<file path="src/rtl/pipe_chk_pkg.sv">
// Shared types and constants for the pipe-in checker.
//   state_e              : checker FSM states
//   SEED_COUNT/SEED_LFSR : generator seeds, two 32-bit lanes
//   LFSR_TAP_*           : feedback taps for x^32 + x^22 + x^2 + 1
//   MASK_ALL             : ready pattern that never throttles
//   lfsr_step/count_step : one-lane advance helpers
package pipe_chk_pkg;

  typedef enum logic [1:0] {
    ST_IDLE = 2'd0,
    ST_RUN  = 2'd1,
    ST_DONE = 2'd2
  } state_e;

  localparam logic [63:0] SEED_COUNT = 64'h0000_0001_0000_0001;
  localparam logic [63:0] SEED_LFSR  = 64'h0D0C_0B0A_0403_0201;

  localparam int unsigned LFSR_TAP_HI  = 31;
  localparam int unsigned LFSR_TAP_MID = 21;
  localparam int unsigned LFSR_TAP_LO  = 1;

  localparam logic [15:0] MASK_ALL = 16'hFFFF;

  function automatic logic [31:0] lfsr_step(input logic [31:0] t);
    return {t[30:0], t[LFSR_TAP_HI] ^ t[LFSR_TAP_MID] ^ t[LFSR_TAP_LO]};
  endfunction

  function automatic logic [31:0] count_step(input logic [31:0] t);
    return t + 32'd1;
  endfunction

endpackage

</file>
<file path="src/rtl/pipe_chk_gen.sv">
// Reference pattern generator for the pipe-in checker: two independent 32-bit lanes
// that either count up or run a Galois-free Fibonacci LFSR each.
// Ports:
//   clk, reset : clock and synchronous active-high reset (reset = Count seed)
//   load       : reseed from the seed selected by mode and latch mode
//   mode       : 0 = Count, 1 = LFSR; only looked at while load is high
//   advance    : step both lanes one word
//   pattern    : current expected pattern, lanes {g[63:32], g[31:0]}
module pipe_chk_gen
  import pipe_chk_pkg::*;
(
  input  logic        clk,
  input  logic        reset,
  input  logic        load,
  input  logic        mode,
  input  logic        advance,
  output logic [63:0] pattern
);

  logic [63:0] pattern_q, pattern_d;
  logic        mode_q;

  always_comb begin
    pattern_d = pattern_q;
    if (mode_q) begin
      pattern_d = {lfsr_step(pattern_q[63:32]), lfsr_step(pattern_q[31:0])};
    end else begin
      pattern_d = {count_step(pattern_q[63:32]), count_step(pattern_q[31:0])};
    end
  end

  // load outranks advance so a restart always begins on the seed.
  always_ff @(posedge clk) begin
    if (reset) begin
      pattern_q <= SEED_COUNT;
      mode_q    <= 1'b0;
    end else if (load) begin
      mode_q    <= mode;
      pattern_q <= mode ? SEED_LFSR : SEED_COUNT;
    end else if (advance) begin
      pattern_q <= pattern_d;
    end
  end

  assign pattern = pattern_q;

endmodule

</file>
<file path="src/rtl/pipe_in_checker_gen.sv">
// Pipe-in checker: compares every accepted host word against a locally regenerated
// Count or LFSR pattern over a length-bounded transfer (IDLE -> RUN -> DONE), with an
// optional rotating ready mask to exercise host backpressure.
// Parameters: DATA_W (16, 32 or 64), LEN_W (length / word counter width).
// Ports:
//   clk, reset        : clock, synchronous active-high reset
//   start             : pulse; samples mode/xfer_len/throttle_mask, reseeds, clears counters
//   mode              : 0 = Count, 1 = LFSR
//   xfer_len          : words expected, 0 = unbounded
//   throttle_mask     : ready pattern, rotated right each RUN cycle; 0 behaves as all-ones
//   pipe_in_write/data: host word strobe and data
//   pipe_in_ready     : word can be accepted this cycle
//   busy, done        : state is RUN / DONE
//   word_count        : accepted words since start
//   error_count       : mismatching accepted words, saturating
//   overrun_count     : writes while not ready, saturating
// Optional build macro PIPE_CHK_ERR_CAPTURE_EN adds first_err_valid/index/exp/got, which
// latch details of the first mismatch after start.
module pipe_in_checker_gen
  import pipe_chk_pkg::*;
#(
  parameter int unsigned DATA_W = 16,
  parameter int unsigned LEN_W  = 32
) (
  input  logic              clk,
  input  logic              reset,
  input  logic              start,
  input  logic              mode,
  input  logic [LEN_W-1:0]  xfer_len,
  input  logic [15:0]       throttle_mask,
  input  logic              pipe_in_write,
  input  logic [DATA_W-1:0] pipe_in_data,
  output logic              pipe_in_ready,
  output logic              busy,
  output logic              done,
  output logic [LEN_W-1:0]  word_count,
  output logic [31:0]       error_count,
  output logic [15:0]       overrun_count
`ifdef PIPE_CHK_ERR_CAPTURE_EN
  ,
  output logic              first_err_valid,
  output logic [LEN_W-1:0]  first_err_index,
  output logic [DATA_W-1:0] first_err_exp,
  output logic [DATA_W-1:0] first_err_got
`endif
);

  state_e            state_q;
  logic              busy_q, done_q;
  logic [15:0]       mask_q;
  logic [LEN_W-1:0]  len_q;
  logic [LEN_W-1:0]  word_count_q;
  logic [31:0]       error_count_q;
  logic [15:0]       overrun_count_q;

  logic [63:0]       pattern;
  logic [DATA_W-1:0] expected;
  logic              accept, overrun, mismatch, last_word;
  logic [LEN_W-1:0]  word_count_inc;
  logic [15:0]       mask_load;
  logic              unused_pattern;

  assign expected       = pattern[DATA_W-1:0];
  // Upper lane bits are only compared in the 64-bit build.
  assign unused_pattern = ^pattern;

  // Ready depends on registered state only, never on this cycle's write.
  assign pipe_in_ready = (state_q == ST_RUN) & mask_q[0];

  // start takes the cycle: a coincident write is neither accepted nor an overrun.
  assign accept   = pipe_in_write & pipe_in_ready & ~start;
  assign overrun  = pipe_in_write & ~pipe_in_ready & ~start;
  assign mismatch = (pipe_in_data != expected);

  assign word_count_inc = word_count_q + LEN_W'(1);
  assign last_word      = (len_q != '0) && (word_count_inc == len_q);
  // An all-zero mask would never raise ready and hang the host.
  assign mask_load      = (throttle_mask == 16'h0000) ? MASK_ALL : throttle_mask;

  pipe_chk_gen u_gen (
    .clk     (clk),
    .reset   (reset),
    .load    (start),
    .mode    (mode),
    .advance (accept),
    .pattern (pattern)
  );

  always_ff @(posedge clk) begin
    if (reset) begin
      state_q         <= ST_IDLE;
      busy_q          <= 1'b0;
      done_q          <= 1'b0;
      mask_q          <= MASK_ALL;
      len_q           <= '0;
      word_count_q    <= '0;
      error_count_q   <= '0;
      overrun_count_q <= '0;
    end else if (start) begin
      state_q         <= ST_RUN;
      busy_q          <= 1'b1;
      done_q          <= 1'b0;
      mask_q          <= mask_load;
      len_q           <= xfer_len;
      word_count_q    <= '0;
      error_count_q   <= '0;
      overrun_count_q <= '0;
    end else begin
      if (state_q == ST_RUN) begin
        // Rotates every RUN cycle regardless of handshakes.
        mask_q <= {mask_q[0], mask_q[15:1]};
      end
      if (accept) begin
        word_count_q <= word_count_inc;
        if (mismatch && (error_count_q != 32'hFFFF_FFFF)) begin
          error_count_q <= error_count_q + 32'd1;
        end
        if (last_word) begin
          state_q <= ST_DONE;
          busy_q  <= 1'b0;
          done_q  <= 1'b1;
        end
      end
      if (overrun && (overrun_count_q != 16'hFFFF)) begin
        overrun_count_q <= overrun_count_q + 16'd1;
      end
    end
  end

  assign busy          = busy_q;
  assign done          = done_q;
  assign word_count    = word_count_q;
  assign error_count   = error_count_q;
  assign overrun_count = overrun_count_q;

`ifdef PIPE_CHK_ERR_CAPTURE_EN
  logic              first_err_valid_q;
  logic [LEN_W-1:0]  first_err_index_q;
  logic [DATA_W-1:0] first_err_exp_q;
  logic [DATA_W-1:0] first_err_got_q;

  always_ff @(posedge clk) begin
    if (reset || start) begin
      first_err_valid_q <= 1'b0;
      first_err_index_q <= '0;
      first_err_exp_q   <= '0;
      first_err_got_q   <= '0;
    end else if (accept && mismatch && !first_err_valid_q) begin
      first_err_valid_q <= 1'b1;
      first_err_index_q <= word_count_q;
      first_err_exp_q   <= expected;
      first_err_got_q   <= pipe_in_data;
    end
  end

  assign first_err_valid = first_err_valid_q;
  assign first_err_index = first_err_index_q;
  assign first_err_exp   = first_err_exp_q;
  assign first_err_got   = first_err_got_q;
`endif

endmodule
</file>
<file path="config.mk">
export PLATFORM = sky130hd
export DESIGN_NAME = pipe_in_checker_gen
export DESIGN_NICKNAME = d
export VERILOG_FILES = /design/src/rtl/pipe_chk_pkg.sv /design/src/rtl/pipe_chk_gen.sv /design/src/rtl/pipe_in_checker_gen.sv
export SDC_FILE = /design/constraint.sdc
export NUM_CORES = 1
export LEC_CHECK = 0
export ABC_AREA = 1
export BUFFER_PORTS_ARGS = -buffer_cell sky130_fd_sc_hd__clkbuf_2
export CAP_MARGIN = 20
export CORE_UTILIZATION = 31
export CTS_CLUSTER_SIZE = 16
export DETAILED_ROUTE_END_ITERATION = 6
export PLACE_DENSITY = 0.57
export SYNTH_ARGS = -nofsm -noshare
export SYNTH_HDL_FRONTEND = slang
export SYNTH_HIERARCHICAL = 1
export SYNTH_SLANG_ARGS = --single-unit
</file>
<file path="constraint.sdc">
create_clock -name clk -period 2.5 [get_ports clk]
set_input_delay 0.5 -clock clk [delete_from_list [all_inputs] [get_ports clk]]
set_output_delay 0.5 -clock clk [all_outputs]
set_load 0.02 [all_outputs]
</file>
==> flow_summary.ini <==
[timing]
fmax_mhz = 436.7
finalCriticalPeriod_ns = 2.290
period_share = 0.9160
timing.setup.tns_ns = 0
rsz0062_at_grt = no
worst-slew-pin-transition_ns = 1.002
hold_viol = 0
drv_slew = 0
setup_violations = 0
finClkSkew_ns = 0.01604
maxSlewHeadroom = 0.3299

[finish]
nNetsFinal = 1839
multi_input_area_sq_um = 5807
areaGrowthSynthToFinish_pct = 18.44
fillCellCount = 3459
regArea_sq_um = 3264
final_common_cell = nand2_1
drive_gt1_frac = 0.1568
final_cell_area_sq_um = 11860
fin_cells = 2182
final_cell_mix = 444 x nand2_1, 189 x nor2_1, 182 x inv_1

[min_path]
hold_depth = 3
worstHoldEndpoint = len_q[9]$_SDFFE_PP0P_
min_from = xfer_len[9]
hold_path.class = in2reg

[clock_tree]
clk_latency_ns = 0.45
clock_sinks = 163
cts_root_buf = clkbuf_16
cts_made_buffers = 17
cts_tree = yes
h-tree-depth = 4
clk_pin_slew_ns = 0.08
ctsLongestPathBuffers = 2

[floorplan]
row_count = 65
die_area_sq_um = 33020
design.core.area_sq_um = 31640
die_y_um = 181.7
num_io_pins = 152
fp.dieW_um = 181.7
initial_core_util = 0.3165

[grt]
grt_use_total = 0.1897
grt_pass1_wl_mm = 50.01
grt_max_degree = 59
grt-ovfl-total = 0
grt_pass1_vias = 9682
antenna_found_initial = 1

[detailed_routing]
dr.pass1.iters = 5
wl_met3_mm = 1.817
antenna_left = 0
wl_mm = 31.25
vias = 10710
wl_per_cell_um = 14.32
topRoutingLayerUsed = met5
wl_met1_mm = 15.38
wl_met2_mm = 13.50
drt_iter0_drc = 659
drt-vias-per-instance = 4.910
drc = 0

[critical_path]
crit_start = word_count[13]$_SDFFE_PP0P_
critPathKind = reg2reg
critPathMaxFanout = 5
rrSetupSlack_ns = 0.21
worstPathRequired_ns = 2.83
cp.arrival_ns = 2.62
crit_path_end_kind = flip-flop
timing.rr.start = word_count[13]$_SDFFE_PP0P_
rr_worst_depth = 14
crit_path_start_kind = flip-flop
rr_endpoint = busy$_SDFFE_PP0P_

[synth]
synth_cells = 1631
syn_area_sq_um = 10010
syn_nets = 1704
ys_warn_count = 6
synth.avg_cell_area_sq_um = 6.139

[placement]
dpl.cell_count = 2147
hpwl_mm = 23.60
gp_congestion = 0.9023
io_buffer_count = 151
dpl-instance-area_sq_um = 11240

[pwr]
pwr-share-seq = 0.454
power.density_nw_per_um2 = 508.6
switching_power_mw = 1.707
power.share.clock = 0.454
power_mw = 6.033
irDropWorstVdd_uv = 518.8
p_int_mw = 4.325
comb_power_share = 0.092
switching_share = 0.2830
power.leakage_nw = 4.852

[run_status]
status = complete, no violations

[flow_run]
maxCapViolCount = 0
==> worst max-delay path, stage by stage (launching register included) <==
cell and delay, ns:
dfxtp_1 0.46, nand2_1 0.14, nor2_1 0.20, nand2_1 0.14, nor2_4 0.23, buf_4 0.18, nand3_1 0.09, nand3_1 0.10
nand2_1 0.08, nor2_1 0.12, nand2_1 0.06, nor2_1 0.12, nand3_2 0.12, nand2_1 0.08, nor2_1 0.04
==> power groups by stage <==
| stage | Combinational (mW) | Sequential (mW) | Clock (mW) |
|---|---|---|---|
| 2_1_floorplan | 0.354 | 2.79 | 0 |
| 3_3_place_gp | 0.554 | 2.79 | 0 |
| 3_5_place_dp | 0.558 | 2.80 | 0 |
| 4_1_cts | 0.561 | 2.74 | 2.81 |
| 5_1_grt | 0.631 | 2.75 | 2.90 |
| 6_report | 0.557 | 2.74 | 2.74 |
==> area by class of cell <==
cell class              instances  area share
multi-input cells            1215      0.4896
flip-flops and latches        163      0.2752
repair buffers                182     0.08334
well taps                     402     0.04241
diodes                          1   0.0002110
inverters                     187     0.05918
clock buffers                  18     0.03703
clock inverters                14     0.01298
==> metal layers <==
metal  vias up  track usage
met5         -            0
met4         2      0.05898
met3        33      0.03650
met2       269       0.2905
met1      4865       0.2669
li1       5544            -
==> registers in the layout, summed over array words and instances, names as in the netlist <==
signal and flops:
mask_q 16, len_q 32, u_gen/mode_q 1, busy 1, overrun_count 16, done 1, error_count 32, word_count 32
u_gen/pattern 32
==> stage by stage <==
| step | hold WS, ns | worst slack [ns] | utilization |
|---|---|---|---|
| after global placement | 0.4554 | 0.2339 | 0.3553 |
| after detailed placement | 0.4585 | 0.2378 | 0.3553 |
| after floorplan | 0.4423 | 0.3199 | - |
| after CTS | 0.2587 | 0.1947 | 0.3741 |
| after global routing | 0.2910 | 0.01086 | 0.3748 |
| final | 0.2745 | 0.2100 | 0.3749 |
==> how the worst max path moves through the flow <==
stage / to / cells after the start
global route: busy$_SDFFE_PP0P_ / 15
finish: busy$_SDFFE_PP0P_ / 14
global placement: error_count[17]$_SDFFE_PP0P_ / 11
detailed placement: busy$_SDFFE_PP0P_ / 13
floorplan: u_gen/pattern[20]$_SDFFE_PP0P_ / 13
CTS: busy$_SDFFE_PP0P_ / 13
==> what timing repair did <==
action                                 in CTS  in global routing
resized for setup                           0                  4
setup endpoints to repair                   0                 14
endpoints found under the hold margin       0                  0
buffers inserted                            0                  2
hold buffers                                0                  0
No activity file was read; power rests on OpenSTA's default activity.
